`src/rtl/activation_output_writer_if.sv`:
```
// Row-stream and BRAM write bus of the activation output writer.
// The master side is the upstream activation stage, which also observes the
// BRAM port. The slave side is the writer.
// Optional macro ACT_WR_PING_PONG_EN widens bram_addr by one bank-select MSB.
interface activation_output_writer_if #(
  parameter int DWIDTH      = 16,
  parameter int DESIGN_SIZE = 32,
  parameter int AWIDTH      = 10
);
`ifdef ACT_WR_PING_PONG_EN
  localparam int ADDR_W = AWIDTH + 1;
`else
  localparam int ADDR_W = AWIDTH;
`endif

  logic [DESIGN_SIZE*DWIDTH-1:0] in_data;
  logic                          in_data_available;
  logic                          in_done;
  logic [ADDR_W-1:0]             bram_addr;
  logic [DESIGN_SIZE*DWIDTH-1:0] bram_wdata;
  logic [DESIGN_SIZE-1:0]        bram_we;

  modport master (
    output in_data, in_data_available, in_done,
    input  bram_addr, bram_wdata, bram_we
  );

  modport slave (
    input  in_data, in_data_available, in_done,
    output bram_addr, bram_wdata, bram_we
  );
endinterface

```
`src/rtl/activation_output_writer.sv`:
```
// activation_output_writer: writes each valid row of the activation output
// stream into BRAM at base + row*stride, with per-lane write enables.
// The writer runs one transfer per start pulse and raises a completion pulse.
// It keeps sticky flags for data arriving while idle and for an early in_done.
// Optional macro ACT_WR_PING_PONG_EN adds bank_sel_o. bank_sel_o is the MSB of
// bram_addr. It flips after every transfer that ends without err_short.
//
// state  | meaning
// IDLE   | waiting for start; strobes are dropped and flagged
// ACTIVE | accepting rows until row count reaches num_rows or in_done
// DONE   | one cycle, done_write=1; strobes dropped and flagged
//
// A zero-row transfer spends one cycle in ACTIVE, where the count already
// equals num_rows. Its done_write therefore lands two cycles after start.
module activation_output_writer #(
  parameter int DWIDTH      = 16,
  parameter int DESIGN_SIZE = 32,
  parameter int AWIDTH      = 10,
  parameter int RWIDTH      = 8
) (
  input  logic                      clk,
  input  logic                      reset,
  input  logic                      start_i,
  input  logic [AWIDTH-1:0]         base_addr_i,
  input  logic [AWIDTH-1:0]         stride_i,
  input  logic [RWIDTH-1:0]         num_rows_i,
  input  logic [DESIGN_SIZE-1:0]    lane_mask_i,
  activation_output_writer_if.slave wr_if,
  output logic                      busy_o,
  output logic                      done_write_o,
  output logic                      err_idle_data_o,
  output logic                      err_short_o
`ifdef ACT_WR_PING_PONG_EN
  ,
  output logic                      bank_sel_o
`endif
);

`ifdef ACT_WR_PING_PONG_EN
  localparam int ADDR_W = AWIDTH + 1;
`else
  localparam int ADDR_W = AWIDTH;
`endif
  localparam int W = DESIGN_SIZE * DWIDTH;

  typedef enum logic [1:0] {S_IDLE, S_ACTIVE, S_DONE} state_t;

  state_t                 state_q, state_d;
  logic [AWIDTH-1:0]      stride_q, stride_d;
  logic [RWIDTH-1:0]      num_rows_q, num_rows_d;
  logic [DESIGN_SIZE-1:0] mask_q, mask_d;
  logic [AWIDTH-1:0]      addr_q, addr_d;
  logic [RWIDTH-1:0]      row_cnt_q, row_cnt_d;
  logic [ADDR_W-1:0]      bram_addr_q, bram_addr_d;
  logic [W-1:0]           bram_wdata_q, bram_wdata_d;
  logic [DESIGN_SIZE-1:0] bram_we_q, bram_we_d;
  logic                   err_idle_q, err_idle_d;
  logic                   err_short_q, err_short_d;
  logic [ADDR_W-1:0]      wr_addr;

`ifdef ACT_WR_PING_PONG_EN
  logic bank_q;

  // Bank bit is captured with each write so the last write of a transfer
  // still lands in the old bank even though the bank flips in DONE.
  assign wr_addr = {bank_q, addr_q};

  // Flip to the other bank once a transfer finishes cleanly.
  always_ff @(posedge clk) begin
    if (reset) begin
      bank_q <= 1'b0;
    end else if (state_q == S_DONE && !err_short_q) begin
      bank_q <= ~bank_q;
    end
  end

  assign bank_sel_o = bank_q;
`else
  assign wr_addr = addr_q;
`endif

  // State register.
  always_ff @(posedge clk) begin
    if (reset) begin
      state_q <= S_IDLE;
    end else begin
      state_q <= state_d;
    end
  end

  // Next-state, config latch, row counting and write staging.
  always_comb begin
    state_d      = state_q;
    stride_d     = stride_q;
    num_rows_d   = num_rows_q;
    mask_d       = mask_q;
    addr_d       = addr_q;
    row_cnt_d    = row_cnt_q;
    bram_addr_d  = bram_addr_q;
    bram_wdata_d = bram_wdata_q;
    bram_we_d    = '0;
    err_idle_d   = err_idle_q;
    err_short_d  = err_short_q;

    unique case (state_q)
      S_IDLE: begin
        if (start_i) begin
          stride_d    = stride_i;
          num_rows_d  = num_rows_i;
          mask_d      = lane_mask_i;
          addr_d      = base_addr_i;
          row_cnt_d   = '0;
          err_idle_d  = 1'b0;
          err_short_d = 1'b0;
          state_d     = S_ACTIVE;
        end
        if (wr_if.in_data_available) begin
          err_idle_d = 1'b1;
        end
      end
      S_ACTIVE: begin
        if (wr_if.in_data_available && (row_cnt_q != num_rows_q)) begin
          bram_we_d    = mask_q;
          bram_wdata_d = wr_if.in_data;
          bram_addr_d  = wr_addr;
          addr_d       = addr_q + stride_q;
          row_cnt_d    = row_cnt_q + 1'b1;
        end
        // A row accepted together with in_done counts before the short check.
        if (row_cnt_d == num_rows_q) begin
          state_d = S_DONE;
        end else if (wr_if.in_done) begin
          err_short_d = 1'b1;
          state_d     = S_DONE;
        end
      end
      S_DONE: begin
        state_d = S_IDLE;
        if (wr_if.in_data_available) begin
          err_idle_d = 1'b1;
        end
      end
      default: begin
        state_d = S_IDLE;
      end
    endcase
  end

  // Datapath registers; reset clears config, counters, outputs and flags.
  always_ff @(posedge clk) begin
    if (reset) begin
      stride_q     <= '0;
      num_rows_q   <= '0;
      mask_q       <= '0;
      addr_q       <= '0;
      row_cnt_q    <= '0;
      bram_addr_q  <= '0;
      bram_wdata_q <= '0;
      bram_we_q    <= '0;
      err_idle_q   <= 1'b0;
      err_short_q  <= 1'b0;
    end else begin
      stride_q     <= stride_d;
      num_rows_q   <= num_rows_d;
      mask_q       <= mask_d;
      addr_q       <= addr_d;
      row_cnt_q    <= row_cnt_d;
      bram_addr_q  <= bram_addr_d;
      bram_wdata_q <= bram_wdata_d;
      bram_we_q    <= bram_we_d;
      err_idle_q   <= err_idle_d;
      err_short_q  <= err_short_d;
    end
  end

  assign wr_if.bram_addr  = bram_addr_q;
  assign wr_if.bram_wdata = bram_wdata_q;
  assign wr_if.bram_we    = bram_we_q;
  assign busy_o           = (state_q != S_IDLE);
  assign done_write_o     = (state_q == S_DONE);
  assign err_idle_data_o  = err_idle_q;
  assign err_short_o      = err_short_q;

endmodule
```
`src/flat_wrapper.sv`:
```
// flat-port wrapper written by rule: the top's interface ports become plain ports
module activation_output_writer_flat 
#(
  parameter int DWIDTH      = 16,
  parameter int DESIGN_SIZE = 32,
  parameter int AWIDTH      = 10,
  parameter int RWIDTH      = 8
)
  (clk, reset, start_i, base_addr_i, stride_i, num_rows_i, lane_mask_i, busy_o, done_write_o, err_idle_data_o, err_short_o, wr_if_in_data, wr_if_in_data_available, wr_if_in_done, wr_if_bram_addr, wr_if_bram_wdata, wr_if_bram_we);
  activation_output_writer_if #(.DWIDTH(DWIDTH), .DESIGN_SIZE(DESIGN_SIZE), .AWIDTH(AWIDTH)) wr_if_i ();
  input  logic clk;
  input  logic reset;
  input  logic start_i;
  input  logic [AWIDTH-1:0] base_addr_i;
  input  logic [AWIDTH-1:0] stride_i;
  input  logic [RWIDTH-1:0] num_rows_i;
  input  logic [DESIGN_SIZE-1:0] lane_mask_i;
  output logic busy_o;
  output logic done_write_o;
  output logic err_idle_data_o;
  output logic err_short_o;
  input wire logic [$bits(wr_if_i.in_data)-1:0] wr_if_in_data;
  input wire logic [$bits(wr_if_i.in_data_available)-1:0] wr_if_in_data_available;
  input wire logic [$bits(wr_if_i.in_done)-1:0] wr_if_in_done;
  output wire logic [$bits(wr_if_i.bram_addr)-1:0] wr_if_bram_addr;
  output wire logic [$bits(wr_if_i.bram_wdata)-1:0] wr_if_bram_wdata;
  output wire logic [$bits(wr_if_i.bram_we)-1:0] wr_if_bram_we;
  assign wr_if_i.in_data = wr_if_in_data;
  assign wr_if_i.in_data_available = wr_if_in_data_available;
  assign wr_if_i.in_done = wr_if_in_done;
  assign wr_if_bram_addr = wr_if_i.bram_addr;
  assign wr_if_bram_wdata = wr_if_i.bram_wdata;
  assign wr_if_bram_we = wr_if_i.bram_we;
  activation_output_writer #(.DWIDTH(DWIDTH), .DESIGN_SIZE(DESIGN_SIZE), .AWIDTH(AWIDTH), .RWIDTH(RWIDTH)) u_core (.clk(clk), .reset(reset), .start_i(start_i), .base_addr_i(base_addr_i), .stride_i(stride_i), .num_rows_i(num_rows_i), .lane_mask_i(lane_mask_i), .wr_if(wr_if_i), .busy_o(busy_o), .done_write_o(done_write_o), .err_idle_data_o(err_idle_data_o), .err_short_o(err_short_o));
endmodule
```
`config.mk`:
```
export PLATFORM = sky130hd
export DESIGN_NAME = activation_output_writer_flat
export DESIGN_NICKNAME = d
export VERILOG_FILES = /design/src/rtl/activation_output_writer_if.sv /design/src/rtl/activation_output_writer.sv /design/src/flat_wrapper.sv
export SDC_FILE = /design/constraint.sdc
export NUM_CORES = 1
export LEC_CHECK = 0
export BUFFER_PORTS_ARGS = -buffer_cell sky130_fd_sc_hd__buf_2
export CAP_MARGIN = 25
export CELL_PAD_IN_SITES_DETAIL_PLACEMENT = 1
export CELL_PAD_IN_SITES_GLOBAL_PLACEMENT = 1
export CORE_AREA = 3 3 436 438
export CTS_BUF_LIST = sky130_fd_sc_hd__clkbuf_16
export CTS_CLUSTER_SIZE = 14
export DETAILED_ROUTE_END_ITERATION = 7
export DIE_AREA = 0 0 439 441
export PLACE_DENSITY_LB_ADDON = 0.3
export SLEW_MARGIN = 20
export SYNTH_ARGS = -nofsm -noshare
export SYNTH_HDL_FRONTEND = slang
export SYNTH_SLANG_ARGS = --single-unit
```
`constraint.sdc`:
```
create_clock -name clk -period 3.4 [get_ports clk]
set_clock_uncertainty 0.1 [all_clocks]
set_input_delay 0.34 -clock clk [delete_from_list [all_inputs] [get_ports clk]]
set_output_delay 0.34 -clock clk [all_outputs]
set_load 0.01 [all_outputs]
```
==> impl_metrics.csv, run 1 <==
group,metric,value,unit
logic_synthesis,ys_types,53,
detailed_routing,final_antenna_net_count,0,
clocking,cts_max_level,3,
critical_path,worstSetupStartpointType,"flip-flop",
critical_path,path_max_fanout,50,
logic_synthesis,yosysWarningCount,0,
place,gp_congestion,0.819,
sta,fin_crit_sh,92.4,%
place,dp.cells,6239,
critical_path,cpMaxStageDelayCell,"buf_4",
detailed_routing,drt_iter0_markers,1060,
status,status,"finished clean",
floorplanning,core,0.187,mm2
detailed_routing,wl_per_cell,20.2,um
logic_synthesis,syn_inst,2755,
logic_synthesis,synth.net_count,3343,
critical_path,critPathMaxStageDelay,0.59,ns
floorplanning,ios,1135,
floorplanning,rows,159,
finish,layout.nets,5003,
clocking,cts.clk_slew.worst_paths,0.07,ns
sta,rsz0062_at_grt,"no",
grt,grt_antenna_before_repair,44,
pwr,power.total,0.0192,W
clocking,cts-root-buf,"clkbuf_16",
min_path,worstHoldPathType,"in -> reg",
logic_synthesis,synth_seq_area_share,49.7,%
sta,relSlewSlack,44.3,%
grt,grt_overflow_total,0,
critical_path,required,3.93,ns
place,hpwl,108000,um
detailed_routing,dr.pass1.iters,5,
grt,grt_max_degree,111,
clocking,cts_tree,"done",
finish,fin_cells,6996,
critical_path,worstPathCellList,"xor2_1, or4_4, o211a_4, buf_4, nand2_1, a21oi_2, dlygate4sd3_1",
detailed_routing,drc,0,
logic_synthesis,synth_edf_count,0,
logic_synthesis,synth_area,0.0252,mm2
clocking,clk_latency,0.69,ns
detailed_routing,drt_wl_total,141000,um
logic_synthesis,synth_largest_area_cell,"dfxtp_1",
floorplanning,die_area,0.194,mm2
grt,first_global_vias,26900,
pwr,power.density,463,mW/mm2
pwr,leakage,16.7,nW
critical_path,cp.arrival,3.68,ns
sta,setup_viol,0,
floorplanning,die_h,441,um
logic_synthesis,synth-async-reset-ratio,0,%
detailed_routing,num_vias,25500,
finish,drive_above_1_share,47.3,%
sta,min_period,3.14,ns
floorplanning,die_w,439,um
critical_path,worstSetupPathType,"reg -> reg",
sta,hold_viol_final,0,
sta,slew_violations,0,
place,place.port_buffers,1134,
clocking,clock_sinks,626,
detailed_routing,viasPerCell,3.65,
clocking,cts_buffers,81,
floorplanning,start_util,13.5,%
logic_synthesis,synthTopCellsByArea,"dfxtp_1, a21oi_2, nand2_1",
clocking,clockBufferDepth,3,
sta,max_freq,0.318,GHz
sta,post-route-worst-setup-slack,0.259,ns
grt,grt_pass1_wl,195000,um
place,pre_cts_ws,0.490,ns
pwr,vdd_drop_max,0.337,mV
finish,area_growth,64.4,%
critical_path,cp-end-kind,"flip-flop",
logic_synthesis,ys_ff_latch,626,
sta,fin_tns_setup,0,ns
logic_synthesis,synth_top_flop_cell,"dfxtp_1",
logic_synthesis,syn_avg_cell_area,9.15,um2
run,maxCapViolCount,0,
sta,worst_pin_slew,0.835,ns
logic_synthesis,synth_top_area_share,49.7,%
grt,grt_use_total,13.9,%
cells by family after synthesis:
group	synth area share, %
AO/OA/AOI/OAI	18.9
flip-flops	49.7
adder cells (fa/ha/maj)	0.575
multiplexers	0.0893
XOR/XNOR	0.695
buffers and inverters	6.60
AND/OR/NAND/NOR	23.4
final timing paths:
| path | start | end | slack (ns) | cells past startpoint |
|---|---|---|---|---|
| worst max-delay path | u_core.row_cnt_q[0]$_SDFFE_PP0P_ | u_core.wr_if.bram_wdata[373]$_SDFFE_PP0P_ | 0.26 | 7 |
| worst min-delay path | wr_if_in_data[482] | u_core.wr_if.bram_wdata[482]$_SDFFE_PP0P_ | 0.32 | 4 |
| worst max register to register | u_core.row_cnt_q[0]$_SDFFE_PP0P_ | u_core.wr_if.bram_wdata[373]$_SDFFE_PP0P_ | 0.26 | 7 |
| worst min register to register | u_core.mask_q[19]$_SDFFE_PP0P_ | u_core.wr_if.bram_we[19]$_SDFF_PP0_ | 0.35 | 1 |
routing by layer:
metal / share of wire, % / GRT usage [%]
met1: 41 / 16.7
met2: 48 / 22.8
met3: 5.9 / 3.66
met4: 4.9 / 6.87
met5: 0.057 / 0
cells in the mapped netlist, types with 3 or more instances:
library cell	instances
nand2_1	766
dfxtp_1	626
a21oi_2	400
nand2_2	400
a21oi_1	189
clkbuf_1	92
buf_2	51
buf_12	44
and2_1	32
nor2_1	24
buf_6	15
xor2_1	11
ha_1	10
nand3_1	9
xnor2_1	9
o21ai_0	7
a311oi_1	5
nor2b_1	5
nor3_1	5
o211ai_1	4
or3_1	4
a211oi_1	3
inv_1	3
area by class of cell:
class                           count  area, um2
Fill cell                       22300     146000
Sequential cell                   626      12500
Timing Repair Buffer             1780      12200
Multi-Input combinational cell   1923      11100
Tap cell                         2495       3120
Clock buffer                       81       2030
Clock inverter                     64        448
Antenna cell                       24       60.1
Inverter                            3       11.3
flip-flops by register name, indices dropped and copies added (netlist names):
name                     flops
u_core.wr_if.bram_wdata    512
u_core.mask_q               32
u_core.row_cnt_q             8
u_core.state_q               2
u_core.num_rows_q            8
u_core.wr_if.bram_we        32
u_core.err_short_o           1
u_core.addr_q               10
u_core.stride_q             10
u_core.wr_if.bram_addr      10
u_core.err_idle_data_o       1
worst max-delay path: cells and delay by family, from the launching register on:
family                 cells  cell delay (ns)
AND/OR/NAND/NOR            2             0.40
AO/OA/AOI/OAI              2             0.67
buffers and inverters      2             1.15
XOR/XNOR                   1             0.30
flip-flops                 1             0.41
repair_timing:
item,in CTS,in global routing
hold endpoints to repair,577,0
gates resized for setup,0,1
setup endpoints to repair,0,2
setup buffers,0,0
hold buffers,588,0
cells in the final DEF, fill, tap and decap left out, types with 4 or more instances in the layout:
master         count
a21oi_1          189
a21oi_2          400
a311oi_1           5
and2_1            32
buf_12            15
buf_2           1133
buf_4             42
clkbuf_16         81
clkinv_1          21
clkinv_2          17
dfxtp_1          626
diode_2           24
dlygate4sd3_1    588
ha_1              10
inv_1             17
inv_16             4
nand2_1          766
nand2_2          400
nand3_1            9
nor2_1            23
nor2b_1            5
nor3_1             4
o211ai_1           4
o21ai_0            7
or3_1              4
xnor2_1            9
xor2_1            11
where the power goes:
group          internal (W)  switching [W]  total [W]  leakage [nW]
Combinational       0.00128        0.00169    0.00296          10.4
Clock               0.00459        0.00376    0.00835          1.27
Sequential          0.00766       0.000219    0.00788          5.07
metrics by stage:
stage          hold WS [ns]  util [%]  cell area [um2]
5_1_grt               0.261      22.2            41400
3_3_place_gp          0.331      17.7            33000
2_1_floorplan         0.330         -            25200
4_1_cts               0.220      22.1            41400
3_5_place_dp          0.341      17.7            33000
6_report              0.317      22.2            41400
Note: power is estimated with default switching activity, not from simulation.
==> run 2, diff against run 1 <==
- RECOVER_POWER: default -> 50
==> run 2 against run 1 <==
- the flow now finishes with violations (max-capacitance violations, max-slew violations)
- fmax decreased by 0.19%
- sequential power about the same
- sequential share of layout area increased by 0.52 points
- first-iteration DRC count up 5.4%
- setup slack worse by 0.0059 ns
- combinational power down 2%
- non-clock buffer count did not move
- critical path depth is the same
- die area is the same
- via count up 0.43%
- clock power is essentially flat
- critical path type unchanged
==> impl_metrics.csv, run 2 (synthesis results as in run 1) <==
group,metric,value,unit
sta,min_period,3.15,ns
finish,mostFrequentLayoutCells,"nand2_1, dfxtp_1, dlygate4sd3_1",
floorplanning,rows,159,
detailed_routing,final_antenna_net_count,0,
critical_path,cp-end-kind,"flip-flop",
pwr,share_comb_of_total_power,15.1,%
pwr,p_clk_share,43.7,%
clocking,post-cts-setup-buffer-count,0,
finish,final_common_cell,"nand2_1",
sta,setup_viol,0,
floorplanning,start_util,13.5,%
floorplanning,die_w,439,um
detailed_routing,drc,0,
clocking,cts.clk_slew.worst_paths,0.07,ns
finish,ff_latch_area,0.0125,mm2
finish,n_fill_cell,22500,
detailed_routing,drt_iter0_markers,1117,
sta,hold_viol_final,0,
detailed_routing,wl_per_cell,20.2,um
clocking,cts_tree,"done",
finish,multi_input_area,0.0111,mm2
sta,rsz0062_at_grt,"no",
status,status,"complete, but fails checks",
detailed_routing,viasPerCell,3.67,
grt,grt_overflow_total,0,
critical_path,worstSetupPathType,"reg -> reg",
min_path,worstHoldPathType,"in -> reg",
detailed_routing,num_vias,25700,
critical_path,required,3.94,ns
grt,first_global_vias,26900,
grt,grt_antenna_before_repair,43,
sta,worst_pin_slew,1.61,ns
floorplanning,core,0.187,mm2
sta,relSlewSlack,-7.63,%
place,hpwl,108000,um
detailed_routing,dr.pass1.iters,5,
clocking,clk_latency,0.70,ns
finish,largest_reg_flops,512,
detailed_routing,drt_wl_total,142000,um
finish,layout.nets,5003,
floorplanning,ios,1135,
sta,fin_tns_setup,0,ns
pwr,p_int,0.0135,W
grt,grt_use_total,13.9,%
clocking,cts-root-buf,"clkbuf_16",
grt,grt_pass1_wl,195000,um
critical_path,cp.arrival,3.68,ns
clocking,cts_max_level,3,
status,violations,"max-capacitance violations, max-slew violations",
run,maxCapViolCount,1,
critical_path,path_max_fanout,50,
place,gp_congestion,0.819,
sta,fin_crit_sh,92.5,%
pwr,switchingPower,0.00569,W
place,place.port_buffers,1134,
pwr,swShare,29.7,%
critical_path,worstSetupStartpointType,"flip-flop",
sta,slew_violations,32,
pwr,leakage,14.3,nW
pwr,vdd_drop_max,0.336,mV
grt,grt_max_degree,111,
clocking,cts_buffers,81,
floorplanning,die_area,0.194,mm2
clocking,clock_sinks,626,
place,dpl-instance-area,0.0330,mm2
clocking,clockBufferDepth,3,
finish,finish.instance_area,0.0408,mm2
finish,area_growth,61.6,%
floorplanning,die_h,441,um
pwr,power.total,0.0191,W
sta,max_freq,0.318,GHz
pwr,p_seq_share,41.2,%
finish,drive_above_1_share,34.8,%
pwr,power.density,470,mW/mm2
==> run 2: changes by cell type in the layout (fill, tap and decap cells not counted), sizes merged <==
cell    delta
diode      +2
clkbuf   +558
buf      -558
==> run 2: timing repair <==
action / CTS / global route
endpoints found under the setup margin: 0 / 2
hold endpoints to repair: 577 / 0
gates resized for setup: 0 / 1
hold buffers: 588 / 0
==> run 2: critical path, stage by stage (launching register included) <==
cell and delay (ns):
dfxtp_1 0.42, xor2_1 0.31, or4_4 0.24, o211a_4 0.54, buf_4 0.59, nand2_1 0.17
a21oi_2 0.14, dlygate4sd3_1 0.56
==> run 2: worst paths after layout <==
check,start,end,slack [ns],cells after the start
worst max-delay path,u_core.row_cnt_q[4]$_SDFFE_PP0P_,u_core.wr_if.bram_wdata[373]$_SDFFE_PP0P_,0.25,7
worst min-delay path,wr_if_in_data[482],u_core.wr_if.bram_wdata[482]$_SDFFE_PP0P_,0.31,4
worst max register to register,u_core.row_cnt_q[4]$_SDFFE_PP0P_,u_core.wr_if.bram_wdata[373]$_SDFFE_PP0P_,0.25,7
worst min register to register,u_core.mask_q[19]$_SDFFE_PP0P_,u_core.wr_if.bram_we[19]$_SDFF_PP0_,0.34,1
==> run 2: area by class of cell <==
cell class	count	area share (%)
antenna	26	0.160
clock buffer	81	4.97
clock inverter	64	1.10
inverter	3	0.0276
multi-input combinational	1923	27.1
sequential	626	30.8
tap	2495	7.66
timing repair buffer	1780	28.2
==> run 2: through the flow <==
| stage | util [%] | cells | setup slack [ns] | hold WS, ns |
|---|---|---|---|---|
| after CTS | 22.1 | 6972 | 0.178 | 0.220 |
| after floorplan | - | 2755 | 1.22 | 0.330 |
| after global routing | 21.8 | 6989 | 0.0118 | 0.261 |
| final | 21.8 | 6998 | 0.253 | 0.313 |
| after detailed placement | 17.7 | 6239 | 0.490 | 0.341 |
| after global placement | 17.7 | 6239 | 0.543 | 0.331 |
==> run 2: power groups by stage <==
stage,registers (W),logic (W),clock network (W)
finish,0.00788,0.00290,0.00836
global route,0.00792,0.00315,0.00901
CTS,0.00788,0.00302,0.00871
detailed placement,0.00804,0.00241,0
global placement,0.00803,0.00240,0
floorplan,0.00812,0.00123,0
==> run 2: metal layers <==
| layer | wire length [um] | GRT usage (%) | share of wire [%] |
|---|---|---|---|
| met5 | 80 | 0 | 0.056 |
| met2 | 67500 | 22.8 | 48 |
| met4 | 6920 | 6.87 | 4.9 |
| met1 | 59200 | 16.7 | 42 |
| met3 | 7900 | 3.66 | 5.6 |
==> run 3, diff against run 2 <==
- CORE_AREA: 3 3 436 438 -> 3 3 443 445
- CTS_BUF_LIST: sky130_fd_sc_hd__clkbuf_16 -> sky130_fd_sc_hd__clkbuf_8
- DIE_AREA: 0 0 439 441 -> 0 0 446 448
==> run 3 against run 2 <==
- the flow now finishes without violations
- via count increased by 1.5%
- clock power about the same
- wire length decreased by 0.11%
- setup slack got worse by 0.093 ns
- fmax decreased by 2.9%
- critical path depth unchanged
- largest cell class unchanged
- largest power group unchanged
==> impl_metrics.csv, run 3 (synthesis results as in run 1) <==
group,metric,value,unit
critical_path,cp-end-kind,"flip-flop",
pwr,vdd_drop_max,0.262,mV
critical_path,required,4.01,ns
finish,area_growth,64.1,%
sta,max_freq,0.309,GHz
critical_path,worstSetupStartpointType,"flip-flop",
sta,rsz0062_at_grt,"no",
detailed_routing,wl_per_cell,19.8,um
sta,min_period,3.24,ns
finish,largest_reg_flops,512,
detailed_routing,dr.pass1.iters,5,
finish,mostFrequentLayoutCells,"nand2_1, dfxtp_1, dlygate4sd3_1",
grt,grt_max_degree,113,
critical_path,worstPathCellList,"xor2_1, or4_4, o211a_4, buf_12, nand2_1, a21oi_2, dlygate4sd3_1",
clocking,cts_tree,"done",
floorplanning,core,0.193,mm2
grt,grt_pass1_wl,195000,um
place,place.port_buffers,1134,
pwr,p_clk_share,43.6,%
place,dpl-instance-area,0.0333,mm2
grt,grt_antenna_before_repair,56,
pwr,switchingPower,0.00567,W
sta,whs,0.175,ns
grt,grt_use_total,13.4,%
critical_path,reg2reg_depth,7,
critical_path,critPathMaxStageDelay,0.61,ns
place,hpwl,109000,um
floorplanning,die_w,446,um
min_path,worstHoldPathType,"in -> reg",
clocking,cts_max_level,4,
critical_path,cp.arrival,3.85,ns
finish,drive_above_1_share,36.1,%
pwr,p_int,0.0135,W
sta,worst_pin_slew,1.37,ns
pwr,p_seq_share,41.2,%
critical_path,worstSetupPathType,"reg -> reg",
clocking,cts_buffers,132,
run,maxCapViolCount,0,
floorplanning,die_area,0.200,mm2
sta,fin_tns_setup,0,ns
sta,setup_viol,0,
status,status,"finished clean",
detailed_routing,drt_iter0_markers,1030,
critical_path,path_max_fanout,112,
grt,first_global_vias,27400,
finish,final_common_cell,"nand2_1",
clocking,clockBufferDepth,3,
detailed_routing,drc,0,
sta,fin_crit_sh,95.3,%
clocking,post-cts-setup-buffer-count,0,
pwr,power.density,463,mW/mm2
finish,utilization,21.5,%
min_path,holdPathStages,4,
floorplanning,ios,1135,
grt,grt_overflow_total,0,
detailed_routing,viasPerCell,3.64,
detailed_routing,num_vias,26000,
clocking,cts.repair.resized,0,
floorplanning,rows,161,
finish,layout.nets,5085,
place,gp_congestion,0.825,
floorplanning,die_h,448,um
finish,n_fill_cell,23100,
sta,relSlewSlack,8.85,%
detailed_routing,drt_wl_total,141000,um
pwr,share_comb_of_total_power,15.2,%
clocking,cts-root-buf,"clkbuf_8",
sta,slew_violations,0,
pwr,swShare,29.6,%
clocking,clock_sinks,626,
finish,finish.instance_area,0.0414,mm2
clocking,clk_latency,0.83,ns
pwr,leakage,14.8,nW
clocking,cts.clk_slew.worst_paths,0.06,ns
detailed_routing,final_antenna_net_count,0,
floorplanning,start_util,13.1,%
critical_path,cpMaxStageDelayCell,"or4_4",
sta,hold_viol_final,0,
[run 3: cell count changes in the layout (fill, tap and decap cells not counted), sizes merged]
cell,before,now
diode,26,29
dlygate4sd3,588,605
clkinv,39,11
inv,22,49
clkbuf,639,716
clkinvlp,3,4
buf,634,654
[run 3: final timing paths]
check | slack (ns) | startpoint | to
worst min register to register | 0.34 | u_core.mask_q[20]$_SDFFE_PP0P_ | u_core.wr_if.bram_we[20]$_SDFF_PP0_
worst min-delay path | 0.18 | wr_if_in_data[135] | u_core.wr_if.bram_wdata[135]$_SDFFE_PP0P_
worst max-delay path | 0.16 | u_core.row_cnt_q[4]$_SDFFE_PP0P_ | u_core.wr_if.bram_wdata[437]$_SDFFE_PP0P_
worst max register to register | 0.16 | u_core.row_cnt_q[4]$_SDFFE_PP0P_ | u_core.wr_if.bram_wdata[437]$_SDFFE_PP0P_
[run 3: power by group through the flow]
| stage | Combinational (W) | Sequential, W | Clock (W) |
|---|---|---|---|
| 4_1_cts | 0.00304 | 0.00789 | 0.00875 |
| 5_1_grt | 0.00317 | 0.00794 | 0.00911 |
| 2_1_floorplan | 0.00123 | 0.00812 | 0 |
| 3_3_place_gp | 0.00240 | 0.00804 | 0 |
| 6_report | 0.00291 | 0.00790 | 0.00836 |
| 3_5_place_dp | 0.00242 | 0.00805 | 0 |
[run 3: layout make-up]
type | instances | area [um2] | area share [%]
Sequential cell | 626 | 12500 | 30.3
Timing Repair Buffer | 1811 | 11900 | 28.7
Multi-Input combinational cell | 1923 | 11100 | 26.7
Tap cell | 2526 | 3160 | 7.64
Clock buffer | 164 | 2260 | 5.45
Clock inverter | 64 | 417 | 1.01
Antenna cell | 29 | 72.6 | 0.175
Inverter | 3 | 11.3 | 0.0272
[run 3: timing repair]
item | CTS | global route
endpoints found under the hold margin | 580 | 0
hold buffers | 605 | 0
setup endpoints to repair | 0 | 0
[run 3: worst max-delay path: cells and delay by family, from the launching register on]
family | cells | cell delay, ns
simple gates | 2 | 1.02
buf+inv | 2 | 0.79
compound gates | 2 | 0.44
flops | 1 | 0.43
xor+xnor | 1 | 0.14
[run 3: per-stage QoR]
| step | power (W) | instances | worst slack (ns) |
|---|---|---|---|
| final | 0.0192 | 7146 | 0.160 |
| after global routing | 0.0202 | 7138 | 0.0798 |
| after CTS | 0.0197 | 7117 | 0.165 |
| after detailed placement | 0.0105 | 6284 | 0.672 |
| after global placement | 0.0104 | 6284 | 0.734 |
| after floorplan | 0.00935 | 2755 | 1.22 |
[run 3: metal layers]
metal	track usage (%)	vias to the layer above	share of wire, %
met3	4.39	274	6.9
met5	0	-	0.15
met2	22.5	816	48
met1	16.0	12500	41
li1	-	12400	-
met4	5.04	34	3.4
